## src/rtl/ripple_count_monitor.sv

```systemverilog
// Clean-count monitor for a 3-bit ripple mod-8 counter: resynchronises the raw value,
// commits only values seen stable for two sampled cycles, and reports wraps, matches and sequence errors.
module ripple_count_monitor #(
    parameter int WRAP_W    = 8,
    parameter bit CHECK_SEQ = 1'b1
) (
    input  logic              clk,
    input  logic              rst,
    input  logic [2:0]        cnt_in,
    input  logic [2:0]        match_val,
    input  logic              clr_wraps,
    output logic [2:0]        count_out,
    output logic              count_valid,
    output logic              wrap_pulse,
    output logic              match_pulse,
    output logic [WRAP_W-1:0] wrap_count,
    output logic              wrap_ovf,
    output logic              seq_err
);

    typedef enum logic {
        ST_INIT  = 1'b0,
        ST_TRACK = 1'b1
    } state_t;

    state_t            state_reg;
    logic [2:0]        s1_reg;
    logic [2:0]        s2_reg;
    logic [2:0]        s3_reg;
    logic [2:0]        fill_reg;
    logic [2:0]        count_reg;
    logic              valid_reg;
    logic              wrap_pulse_reg;
    logic              match_pulse_reg;
    logic [WRAP_W-1:0] wrap_count_reg;
    logic              wrap_ovf_reg;
    logic              seq_err_reg;

    logic commit;
    logic is_wrap;
    logic is_match;
    logic is_skip;
    logic wraps_full;

    // fill_reg[2] marks that s3 holds a real post-reset sample, so the zeros left
    // in the pipe by reset are never mistaken for a stable counter value.
    always_comb begin
        commit     = fill_reg[2] && (s2_reg == s3_reg) &&
                     ((state_reg == ST_INIT) || (s2_reg != count_reg));
        is_wrap    = commit && (state_reg == ST_TRACK) &&
                     (count_reg == 3'd7) && (s2_reg == 3'd0);
        is_match   = commit && (s2_reg == match_val);
        is_skip    = commit && (state_reg == ST_TRACK) &&
                     (s2_reg != (count_reg + 3'd1));
        wraps_full = &wrap_count_reg;
    end

    always_ff @(posedge clk) begin
        if (rst) begin
            state_reg       <= ST_INIT;
            s1_reg          <= '0;
            s2_reg          <= '0;
            s3_reg          <= '0;
            fill_reg        <= '0;
            count_reg       <= '0;
            valid_reg       <= 1'b0;
            wrap_pulse_reg  <= 1'b0;
            match_pulse_reg <= 1'b0;
            wrap_count_reg  <= '0;
            wrap_ovf_reg    <= 1'b0;
            seq_err_reg     <= 1'b0;
        end else begin
            s1_reg   <= cnt_in;
            s2_reg   <= s1_reg;
            s3_reg   <= s2_reg;
            fill_reg <= {fill_reg[1:0], 1'b1};

            wrap_pulse_reg  <= is_wrap;
            match_pulse_reg <= is_match;

            if (commit) begin
                count_reg <= s2_reg;
            end

            case (state_reg)
                ST_INIT: begin
                    if (commit) begin
                        state_reg <= ST_TRACK;
                        valid_reg <= 1'b1;
                    end
                end
                ST_TRACK: begin
                    if (CHECK_SEQ && is_skip) begin
                        seq_err_reg <= 1'b1;
                    end
                end
                default: state_reg <= ST_INIT;
            endcase

            // A clear coinciding with a wrap leaves that wrap counted.
            if (clr_wraps) begin
                wrap_count_reg <= is_wrap ? WRAP_W'(1) : '0;
                wrap_ovf_reg   <= 1'b0;
            end else if (is_wrap) begin
                if (wraps_full) begin
                    wrap_ovf_reg <= 1'b1;
                end else begin
                    wrap_count_reg <= wrap_count_reg + WRAP_W'(1);
                end
            end
        end
    end

    assign count_out   = count_reg;
    assign count_valid = valid_reg;
    assign wrap_pulse  = wrap_pulse_reg;
    assign match_pulse = match_pulse_reg;
    assign wrap_count  = wrap_count_reg;
    assign wrap_ovf    = wrap_ovf_reg;
    assign seq_err     = seq_err_reg;

endmodule
```

## config.mk

```make
export PLATFORM = sky130hd
export DESIGN_NAME = ripple_count_monitor
export DESIGN_NICKNAME = d
export VERILOG_FILES = /design/src/rtl/ripple_count_monitor.sv
export SDC_FILE = /design/constraint.sdc
export NUM_CORES = 1
export LEC_CHECK = 0
export CORE_UTILIZATION = 45
export DETAILED_ROUTE_END_ITERATION = 10
export PLACE_DENSITY = 0.67
export SLEW_MARGIN = 20
export SYNTH_ARGS = -nofsm -noshare
export SYNTH_HDL_FRONTEND = slang
export SYNTH_SLANG_ARGS = --single-unit
```

## constraint.sdc

```tcl
create_clock -name clk -period 4 [get_ports clk]
set_clock_uncertainty 0.15 [all_clocks]
set_input_delay 0.6 -clock clk [delete_from_list [all_inputs] [get_ports clk]]
set_output_delay 0.6 -clock clk [all_outputs]
set_load 0.05 [all_outputs]
```

After elaboration in Yosys (flattened, before gate mapping)
Index checks and enable logic that the tools add are counted.
{ "word_totals": {"register_bits": 29, "in_bits": 9, "output_inout_bits": 16} }
{ "op_classes": {"add_sub_neg": 2, "eq_ne": 6, "n_mux": 7, "n_bitwise": 1, "n_reduce_logical": 16} }
{ "ops": {"columns": ["operator", "count"], "rows": [
  ["$mux 8", 3],
  ["$reduce_and 9->1", 1],
  ["$add 8x1->8 const B", 1],
  ["$reduce_and 8->1", 1],
  ["$logic_and 1x1->1", 7],
  ["$eq 3x3->1", 2],
  ["$ne 3x3->1", 2],
  ["$reduce_and 2->1", 3],
  ["$mux 1", 4],
  ["$add 3x1->3 const B", 1],
  ["$eq 3x3->1 const B", 1],
  ["$logic_not 3->1", 1],
  ["$ne 2x2->1 const B", 1],
  ["$reduce_bool 2->1", 1],
  ["$reduce_or 2->1", 1],
  ["$logic_or 1x1->1", 1],
  ["$not 1->1", 1]
]} }

Longest topological paths before layout
{ "depth": {"depth_word": 8, "ltp_mapped": 7} }

Worst setup path before layout
No wires, ideal clock.
{ "synth_path": {"path_kind": "register to register", "startpoint": "reg count_reg[1] (netlist: count_out[1])", "endpoint": "reg wrap_count_reg[3] (netlist: wrap_count[3])", "setup_ns": 0.070, "arrival_ns": 2.050, "t_required_ns": 3.780, "path_slack_ns": 1.730, "path_stages_with_launch": 8, "n_path_buf": 0, "path_cell_list": "dfxtp_1 ha_1 ha_1 nand2_1 nor4_4 nand2_1 or4_1 a21boi_1"} }
{ "synth_via": {"elab_chain_cells": 8, "elab_cells_between_ends": 9, "classes_between": "2 x eq/ne; 7 x reduce/logical"} }
{ "synth_lines": {"columns": ["element", "line", "rtl"], "rows": [
  ["from (decl)", "31", "logic [2:0] count_reg;"],
  ["from (signal assigned)", "82", "count_reg <= s2_reg;"],
  ["$ne 3x3->1", "49", "((state_reg == ST_INIT) || (s2_reg != count_reg));"],
  ["$logic_or 1x1->1", "49", null],
  ["$logic_and 1x1->1", "48", "commit = fill_reg[2] && (s2_reg == s3_reg) &&"],
  ["$logic_and 1x1->1", "50", "is_wrap = commit && (state_reg == ST_TRACK) &&"],
  ["$logic_and 1x1->1 *", "50", null],
  ["$logic_and 1x1->1 *", "51", "(count_reg == 3'd7) && (s2_reg == 3'd0);"],
  ["$reduce_bool 2->1 (no line) *", null, null],
  ["$reduce_and 2->1 (no line) *", null, null],
  ["to (signal assigned)", "102", "wrap_count_reg <= is_wrap ? WRAP_W'(1) : '0;"],
  ["to (signal assigned)", "108", "wrap_count_reg <= wrap_count_reg + WRAP_W'(1);"],
  ["to (decl)", "35", "logic [WRAP_W-1:0] wrap_count_reg;"]
]} }
Mark *: on every way between the ends. The rest lies on a longest branch, timed or not.
A chain may end at the register's enable or synchronous reset.

Worst setup path in the final report
{ "layout_path": {"startpoint": "reg wrap_count_reg[2] (netlist: wrap_count[2])", "endpoint": "out wrap_count[2]"} }
{ "layout_lines": {"columns": ["element", "line", "rtl"], "rows": [
  ["to (decl)", "16", "output logic [WRAP_W-1:0] wrap_count,"]
]} }
No word-level cell between the ends.

==> out/qor.csv <==
stage;metric;value;unit
pwr;vdd_drop_max;0.3071;mV
yosys;syn_nets;143;
setup_path;critPathArrivalTime;1610;ps
global_route;antenna_found_initial;0;
yosys;ys_top_cells_by_count;dfxtp_1 (29), nand2_1 (16), nor2b_1 (13);
sta;fin_tns_setup;0;ps
drt;drtIter0Drc;26;
yosys;avgSynthCellArea;9.819;um^2
global_route;grt_pass1_wl;4.236;mm
min_path;hold_class;flip-flop to flip-flop;
yosys;async_flop_share;0;
sta;max_freq;423.0;MHz
yosys;synth_edf_count;0;
cells_and_area;largest_reg_flops;8;
cts;worst_skew_pair.late_latency;320;ps
setup_path;reg2reg_slack;1800;ps
cells_and_area;layout-drive-gt1-share;0.08974;
sta;timing.final.crit_share;0.5910;
sta;worst_slack;1636;ps
placement;dp_hpwl;1.699;mm
setup_path;cp-end-kind;primary output;
cts;cts.path.max_buffers;2;
yosys;yosysTopAreaCellShare;0.4514;
cts;cts_resized;0;
yosys;synth.most_common_cell;dfxtp_1;
floorplanning;dieHeight;55.47;um
sta;slew_headroom;0.4290;
setup_path;cp_cell_sequence;clkdlybuf4s50_1;
yosys;synth_area_leader_cell;dfxtp_1;
cells_and_area;area_growth;21.69;%
cts;holdBufCountCts;0;
yosys;ys_ff_latch;29;
placement;place.gp.congestion;0.7894;
cells_and_area;fillCellCount;254;
drt;drc;0;
yosys;ys_types;36;
setup_path;cp_top_family;buffers and inverters;
sta;slew_violations;0;
floorplanning;start_util;0.4705;
cts;cts_max_level;2;
setup_path;reg2reg_to;wrap_count[6]$_SDFFE_PP0P_;
setup_path;path_max_fanout;7;
min_path;whs_path_depth;1;
drt;wl_per_cell;12.88;um
drt;viasPerCell;5.449;
sta;tightest_slew;853.9;ps
cells_and_area;seqCellArea;580.6;um^2
global_route;grt_max_degree;26;
floorplanning;die_w;55.47;um
min_path;hp-start;fill_reg[0]$_DFF_P_;
setup_path;startpoint_type;flip-flop;
cts;cts_num_sinks;29;
sta;rsz0062_at_grt;no;
cts;cts_made_buffers;5;
setup_path;rr_startpoint;s2_reg[2]$_SDFF_PP0_;
cells_and_area;multiInputGateArea;646.9;um^2
cts;cts-root-buf;clkbuf_4;
setup_path;cp_slowest_cell;clkdlybuf4s50_1;
pwr;finalPower;0.5032;mW
placement;dpl_cell_area;1514;um^2
drt;drt_pass1_iterations;4;
sta;hold_viol;0;
setup_path;worst-setup-path-type;flip-flop to primary output;
drt;vias;1019;
floorplanning;core_area;2734;um^2
drt;drt-total-wl;2.408;mm
cells_and_area;fin_area;1565;um^2
job;drv_cap;0;
pwr;power_density;321.5;nW/um^2
yosys;synth_seq_area_share;0.4514;
yosys;syn_inst;131;
placement;post-place-ws;1421;ps
setup_path;worst-path-buf-inv;1;
cts;post_cts_buffers;0;
floorplanning;rows;19;
setup_path;crit_required;3250;ps
yosys;synthTopCellsByArea;dfxtp_1 (45%), nor2b_1 (6.3%), nand2_1 (4.7%);
min_path;worstHoldEndpoint;fill_reg[1]$_SDFF_PP0_;
yosys;post_synth_instance_area;1286;um^2
cts;cts_tree;yes;
global_route;grt_usage;0.1762;
drt;ant_nets;0;
cells_and_area;antennaDiodeCount;0;
global_route;gr-total-overflow;0;
cts;clkTransAtPathRegs;90;ps
run_status;status;complete, no violations;
sta;min_period;2364;ps
sta;setup_viol;0;
floorplanning;dieArea;3076;um^2
setup_path;r2r_cells;5;
setup_path;cp_num_cells;1;
pwr;p_leak;0.5346;nW
yosys;synth_top_flop_cell;dfxtp_1;
global_route;grt_pass1_vias;952;
placement;port_buffers;24;
yosys;synth.yosys.warnings;0;
setup_path;slowest_delay;850;ps
floorplanning;io_pins;25;
cells_and_area;nets;167;
==> power breakdown <==
part,internal (mW),switching (mW),total [mW]
logic,0.0198,0.0187,0.0385
clock network,0.0668,0.0962,0.163
registers,0.295,0.00678,0.302
==> worst max path at each step <==
stage	slack, ps	from	end
finish	1640	wrap_count[2]$_SDFFE_PP0P_	wrap_count[2]
global route	1470	s2_reg[1]$_SDFF_PP0_	wrap_count[6]$_SDFFE_PP0P_
CTS	1630	wrap_count[2]$_SDFFE_PP0P_	wrap_count[2]
detailed placement	1420	rst	wrap_count[4]$_SDFFE_PP0P_
global placement	1450	rst	wrap_count[4]$_SDFFE_PP0P_
floorplan	1730	count_out[1]$_SDFFE_PP0N_	wrap_count[3]$_SDFFE_PP0P_
==> stage by stage <==
| stage | hold WS, ps | std cells | utilization |
|---|---|---|---|
| after floorplan | 263.8 | 131 | - |
| after global placement | 271.7 | 179 | 0.5538 |
| after detailed placement | 272.0 | 179 | 0.5538 |
| after CTS | 292.3 | 187 | 0.5725 |
| after global routing | 314.9 | 187 | 0.5725 |
| final | 286.1 | 187 | 0.5725 |
==> routing by layer <==
| layer | track usage | part of all wire |
|---|---|---|
| met5 | 0 | 0 |
| met4 | 0.08214 | 0.022 |
| met3 | 0.06323 | 0.055 |
| met2 | 0.2754 | 0.46 |
| met1 | 0.2160 | 0.46 |
==> kinds of logic after synthesis <==
| kind of cell | after synthesis | synth area share |
|---|---|---|
| AND/OR/NAND/NOR | 60 | 0.2724 |
| adder cells (fa/ha/maj) | 3 | 0.02919 |
| multiplexers | 3 | 0.02335 |
| buffers and inverters | 9 | 0.04572 |
| flip-flops | 29 | 0.4514 |
| XOR/XNOR | 11 | 0.09242 |
| AO/OA/AOI/OAI | 16 | 0.08561 |
==> layout by cell type (no fill, tap or decap), types with 3 or more instances in the layout <==
cell type | netlist | routed
nand2_1 | 16 | 16
nand4_1 | 4 | 4
clkdlybuf4s50_1 | 0 | 24
ha_1 | 3 | 3
nor3_1 | 3 | 3
or3_1 | 4 | 4
a21oi_1 | 4 | 4
nor2b_1 | 13 | 13
nor2_1 | 8 | 8
clkbuf_4 | 0 | 5
xnor2_2 | 3 | 3
dfxtp_1 | 29 | 29
mux2i_1 | 3 | 3
xnor2_1 | 6 | 6
==> area by class of cell <==
cell class | instances | share of cell area
Sequential cell | 29 | 0.3709
Timing Repair Buffer | 24 | 0.1535
Tap cell | 31 | 0.02478
Clock inverter | 2 | 0.006395
Multi-Input combinational cell | 93 | 0.4133
Inverter | 2 | 0.004796
Clock buffer | 6 | 0.02638
No activity file was read; power rests on OpenSTA's default activity.
